**src/rtl/vload_pkg.sv**
```systemverilog
// Shared types and helpers for the vector operand loader.
package vload_pkg;

  // Loader sequencing: fill a, fill b, then present the pair.
  typedef enum logic [1:0] {
    LOAD_A = 2'd0,
    LOAD_B = 2'd1,
    HOLD   = 2'd2
  } vload_state_t;

  // Width of the element index counter; never narrower than one bit.
  function automatic int idx_width(input int len);
    return (len > 1) ? $clog2(len) : 1;
  endfunction

endpackage

```
**src/rtl/vector_operand_loader_if.sv**
```systemverilog
// Element stream in, operand pair out. The slave side is the loader,
// the master side is whatever feeds the stream and consumes the pair.
interface vector_operand_loader_if #(
  parameter int WIDTH = 32,
  parameter int LEN   = 8
);

  logic             in_valid;
  logic             in_ready;
  logic [WIDTH-1:0] in_data;
  logic             in_last;
  logic             out_valid;
  logic             out_ready;
  logic [WIDTH-1:0] out_a [LEN-1:0];
  logic [WIDTH-1:0] out_b [LEN-1:0];

  modport master (
    output in_valid, in_data, in_last, out_ready,
    input  in_ready, out_valid, out_a, out_b
  );

  modport slave (
    input  in_valid, in_data, in_last, out_ready,
    output in_ready, out_valid, out_a, out_b
  );

endinterface

```
**src/rtl/vector_operand_reg.sv**
```systemverilog
// LEN x WIDTH register bank: one indexed write port, synchronous
// whole-bank clear, asynchronous reset to zero.
module vector_operand_reg
  import vload_pkg::*;
#(
  parameter int WIDTH = 32,
  parameter int LEN   = 8
) (
  input  logic                      clk,
  input  logic                      rst,
  input  logic                      clr,
  input  logic                      we,
  input  logic [idx_width(LEN)-1:0] idx,
  input  logic [WIDTH-1:0]          data,
  output logic [WIDTH-1:0]          q [LEN-1:0]
);

  // Element storage: reset/clear zero the whole bank, otherwise write one slot.
  // NOTE: every element is reset because a discarded partial load must read
  // back as zero; this bank is flops, not a RAM, so the reset is cheap to map.
  always_ff @(posedge clk or posedge rst) begin
    if (rst) begin
      for (int i = 0; i < LEN; i++) q[i] <= '0;
    end else if (clr) begin
      for (int i = 0; i < LEN; i++) q[i] <= '0;
    end else if (we) begin
      // NOTE: non-blocking so every flop samples pre-edge values.
      q[idx] <= data;
    end
  end

endmodule

```
**src/rtl/vector_operand_loader.sv**
```systemverilog
// Assembles operand vectors a then b from a serial element stream and
// presents them in parallel to the vector adder.
// Optional feature: define VLOAD_EARLY_LAST_EN to let in_last end a vector
// early; otherwise in_last is ignored and every vector is LEN elements.
module vector_operand_loader
  import vload_pkg::*;
#(
  parameter int WIDTH = 32,
  parameter int LEN   = 8
) (
  input logic                   clk,
  input logic                   rst,
  vector_operand_loader_if.slave bus
);

  localparam int IW = idx_width(LEN);
  typedef logic [IW-1:0] idx_t;

  vload_state_t     state, state_n;
  idx_t             idx, idx_n;
  logic             accept;
  logic             last_hit;
  logic             end_vec;
  logic             we_a, we_b, clr;
  logic [WIDTH-1:0] a_q [LEN-1:0];
  logic [WIDTH-1:0] b_q [LEN-1:0];

`ifdef VLOAD_EARLY_LAST_EN
  assign last_hit = bus.in_last;
`else
  logic unused_last;
  assign unused_last = bus.in_last;
  assign last_hit    = 1'b0;
`endif

  // Handshake decode: ready/valid depend on state only.
  assign bus.in_ready  = (state != HOLD);
  assign bus.out_valid = (state == HOLD);
  assign accept        = bus.in_valid & bus.in_ready;
  assign end_vec       = (idx == idx_t'(LEN - 1)) | last_hit;

  // State and index registers.
  always_ff @(posedge clk or posedge rst) begin
    if (rst) begin
      state <= LOAD_A;
      idx   <= '0;
    end else begin
      state <= state_n;
      idx   <= idx_n;
    end
  end

  // Next-state, index advance and bank write/clear strobes.
  always_comb begin
    // NOTE: defaults first so every path assigns every output; no latches.
    state_n = state;
    idx_n   = idx;
    we_a    = 1'b0;
    we_b    = 1'b0;
    clr     = 1'b0;
    unique case (state)
      LOAD_A: begin
        if (accept) begin
          we_a = 1'b1;
          if (end_vec) begin
            idx_n   = '0;
            state_n = LOAD_B;
          end else begin
            idx_n = idx + 1'b1;
          end
        end
      end
      LOAD_B: begin
        if (accept) begin
          we_b = 1'b1;
          if (end_vec) begin
            idx_n   = '0;
            state_n = HOLD;
          end else begin
            idx_n = idx + 1'b1;
          end
        end
      end
      HOLD: begin
        // Pair consumed: wipe both banks so a short next load reads zeros.
        if (bus.out_ready) begin
          clr     = 1'b1;
          state_n = LOAD_A;
        end
      end
      default: begin
        state_n = LOAD_A;
        idx_n   = '0;
      end
    endcase
  end

  vector_operand_reg #(.WIDTH(WIDTH), .LEN(LEN)) u_reg_a (
    .clk  (clk),
    .rst  (rst),
    .clr  (clr),
    .we   (we_a),
    .idx  (idx),
    .data (bus.in_data),
    .q    (a_q)
  );

  vector_operand_reg #(.WIDTH(WIDTH), .LEN(LEN)) u_reg_b (
    .clk  (clk),
    .rst  (rst),
    .clr  (clr),
    .we   (we_b),
    .idx  (idx),
    .data (bus.in_data),
    .q    (b_q)
  );

  assign bus.out_a = a_q;
  assign bus.out_b = b_q;

endmodule

```
**src/flat_wrapper.sv**
```systemverilog
// flat-port wrapper written by rule: the top's interface ports become plain ports
module vector_operand_loader_flat import vload_pkg::*;
#(
  parameter int WIDTH = 32,
  parameter int LEN   = 8
)
  (clk, rst, bus_in_valid, bus_in_data, bus_in_last, bus_out_ready, bus_in_ready, bus_out_valid, bus_out_a, bus_out_b);
  vector_operand_loader_if #(.WIDTH(WIDTH), .LEN(LEN)) bus_i ();
  input logic clk;
  input logic rst;
  input wire logic [$bits(bus_i.in_valid)-1:0] bus_in_valid;
  input wire logic [$bits(bus_i.in_data)-1:0] bus_in_data;
  input wire logic [$bits(bus_i.in_last)-1:0] bus_in_last;
  input wire logic [$bits(bus_i.out_ready)-1:0] bus_out_ready;
  output wire logic [$bits(bus_i.in_ready)-1:0] bus_in_ready;
  output wire logic [$bits(bus_i.out_valid)-1:0] bus_out_valid;
  output wire logic [$bits(bus_i.out_a)-1:0] bus_out_a;
  output wire logic [$bits(bus_i.out_b)-1:0] bus_out_b;
  assign bus_i.in_valid = bus_in_valid;
  assign bus_i.in_data = bus_in_data;
  assign bus_i.in_last = bus_in_last;
  assign bus_i.out_ready = bus_out_ready;
  assign bus_in_ready = bus_i.in_ready;
  assign bus_out_valid = bus_i.out_valid;
  assign bus_out_a = {>>{bus_i.out_a}};
  assign bus_out_b = {>>{bus_i.out_b}};
  vector_operand_loader #(.WIDTH(WIDTH), .LEN(LEN)) u_core (.clk(clk), .rst(rst), .bus(bus_i));
endmodule
```
**config.mk**
```make
export PLATFORM = sky130hd
export DESIGN_NAME = vector_operand_loader_flat
export DESIGN_NICKNAME = d
export VERILOG_FILES = /design/src/rtl/vload_pkg.sv /design/src/rtl/vector_operand_loader_if.sv /design/src/rtl/vector_operand_reg.sv /design/src/rtl/vector_operand_loader.sv /design/src/flat_wrapper.sv
export SDC_FILE = /design/constraint.sdc
export NUM_CORES = 1
export LEC_CHECK = 0
export ABC_AREA = 1
export ABC_CLOCK_PERIOD_IN_PS = 47200
export CAP_MARGIN = 20
export CORE_AREA = 2 2 216 218
export CTS_BUF_LIST = sky130_fd_sc_hd__clkbuf_8
export CTS_CLUSTER_SIZE = 25
export DETAILED_ROUTE_END_ITERATION = 12
export DIE_AREA = 0 0 218 220
export PLACE_DENSITY = 0.78
export REMOVE_ABC_BUFFERS = 1
export SETUP_SLACK_MARGIN = 0.1
export SYNTH_ARGS = -nofsm -noshare
export SYNTH_HDL_FRONTEND = slang
export SYNTH_SLANG_ARGS = --single-unit
```
**constraint.sdc**
```tcl
create_clock -name clk -period 47.2 [get_ports clk]
set_input_delay 4.72 -clock clk [delete_from_list [all_inputs] [get_ports clk]]
set_output_delay 4.72 -clock clk [all_outputs]
set_load 0.02 [all_outputs]
```
==> results.cfg <==
[clock_network]
root_buffer = clkbuf_8
numCtsBuffers = 85
path_clk_slew_ns = 0.06
clk_path_buf_depth = 3
htree_levels = 3
ctsResizeCount = 0
cts_setup_buffers = 0
cts_hold_buf = 0
cts_tree = yes
clk_latency_ns = 0.67
clock-sinks = 517

[outcome]
status = finished clean

[grt]
grt_util_all_layers = 0.3371
grt_pass1_wl_mm = 122.8
grt_antenna_before_repair = 0
grt_max_degree = 171
grt_pass1_vias = 20782
overflow = 0

[placed_design]
hpwl_mm = 50.62
place.gp.congestion = 0.8846
dp_cells = 3620
port-buffer-count = 549
pre_cts_ws_ns = 38.76

[floorplan]
chipHeight_um = 220
die_w_um = 218
start_util = 0.4746
row_count = 79
core_area_um2 = 45860
die_area_um2 = 47960
io_pins = 551

[sta]
period_needed_ns = 7.183
drv_slew = 0
fin_tns_setup_ns = 0
worst_pin_slew_ns = 1.154
hold_viol_final = 0
final-setup-viol-count = 0
timing.fmax_ghz = 0.1392
fin_crit_sh = 0.1522
rsz0062_at_grt = false
slew-limit-headroom = 0.2306
finalWorstSetupSlack_ns = 40.02
fin_skew_ns = 0.02122

[route]
avgRoutedWirePerCell_um = 21.51
dr_total_vias = 21248
ant_nets = 0
drtIter0Drc = 2408
drcViolationCount = 0
wl_mm = 81.34
first_pass_iters = 7
post_drt_via_cell_ratio = 5.618

[logic_synthesis]
avgSynthCellArea_um2 = 8.279
synth_seq_cells = 517
synth_top_area_share = 0.5944
synthTopCellsByArea = dfrtp_1 59%, nand2_1 20%, nand3_1 9.0%
ys_seq_area_frac = 0.5944
synth.distinct_cells = 18
yosys_warnings = 0
syn_area_um2 = 21770
syn_inst = 2629
synth_area_leader_cell = dfrtp_1

[power]
ir_drop_mv = 0.04587
cellLeakagePower_nw = 15.15
p_per_area_nw_per_um2 = 75.00
power_mw = 2.196

[setup_path]
cp.required_ns = 47.79
cp.arrival_ns = 7.78
crit_path_max_fanout = 86
start_kind = input port
worst_setup_path_end_kind = flop
crit_type = in2reg

[final_layout]
instances_no_fill = 3782
syn2layout_area_growth_pct = 34.50
num_antenna_cells = 0
nNetsFinal = 3145
fin_util = 0.6383
fill_cells = 3801
mostFrequentLayoutCell = nand2_1
final_cell_mix = 1175 x nand2_1, 549 x clkdlybuf4s50_1, 516 x dfrtp_1, 388 x nand3_1, 225 x nor2_1
drive_gt1_frac = 0.05669

[run]
max_cap_violations = 0

[min_path]
hold_path_class = reg2reg
## stage by stage
stage / instance area, µm² / hold WS (ns)
after floorplan: 20860 / 0.5844
after global placement: 27380 / 0.4535
after detailed placement: 27380 / 0.4574
after CTS: 29130 / 0.4718
after global routing: 29280 / 0.4878
final: 29280 / 0.4665
## cell type report
type                            instances  area (µm²)  area share
Clock buffer                          108        1486     0.05077
Timing Repair Buffer                  579        5826      0.1990
Tap cell                              607       759.5     0.02594
Sequential cell                       517       12940      0.4420
Inverter                               42       172.7    0.005898
Clock inverter                         48       262.8    0.008975
Multi-Input combinational cell       1881        7830      0.2675
## synthesized netlist by cell type, drive strengths merged
cell type and count:
ha 2, nand3 394, nand4 64, inv 42, o21ai 4, a21oi 1, nand2 1186, nor2 228
clkbuf 30, dfrtp 517, o22ai 2, buf 159
## registers in the layout (all words and copies together), names as in the netlist
register	cells
u_core.idx	3
u_core.state	2
u_core.u_reg_b.q	256
u_core.u_reg_a.q	256
## cell families after synthesis
logic type,after synthesis,share of synthesized area
buffers and inverters,231,0.04898
AND/OR/NAND/NOR,1872,0.3538
adder cells (fa/ha/maj),2,0.001150
AO/OA/AOI/OAI,7,0.001724
flip-flops,517,0.5944
## worst paths after layout
check	end	start	slack (ns)	cells past startpoint
max	u_core.u_reg_a.q[150]$_DFFE_PP0P_	bus_in_valid	40.02	8
min	u_core.u_reg_a.q[30]$_DFFE_PP0P_	u_core.u_reg_a.q[30]$_DFFE_PP0P_	0.47	2
max reg2reg	u_core.u_reg_a.q[244]$_DFFE_PP0P_	u_core.idx[0]$_DFFE_PP0P_	43.47	5
min reg2reg	u_core.u_reg_a.q[30]$_DFFE_PP0P_	u_core.u_reg_a.q[30]$_DFFE_PP0P_	0.47	2
max in group asynchronous	u_core.idx[0]$_DFFE_PP0P_	rst	40.17	4
min in group asynchronous	u_core.u_reg_b.q[252]$_DFFE_PP0P_	rst	4.64	2
## critical path, stage by stage
cell	delay, ns
clkdlybuf4s50_1	0.58
nand2_1	0.15
nor2_4	0.16
buf_12	0.23
buf_4	0.60
buf_4	0.88
nand3_1	0.22
nand2_1	0.11
## where the power goes
group / internal (mW) / leakage, nW / switching, mW
Sequential: 0.634 / 6.66 / 0.124
Combinational: 0.414 / 7.48 / 0.621
Clock: 0.217 / 1.02 / 0.185
Total: 1.27 / 15.2 / 0.930
## per-layer routing
metal	track usage	wire length, µm	vias up
li1	-	-	9291
met1	0.4315	30520	10394
met2	0.5222	37590	1319
met3	0.08875	8951	244
met4	0.1893	4285	0
met5	0	0	-
Note: power is estimated with default switching activity, not from simulation.
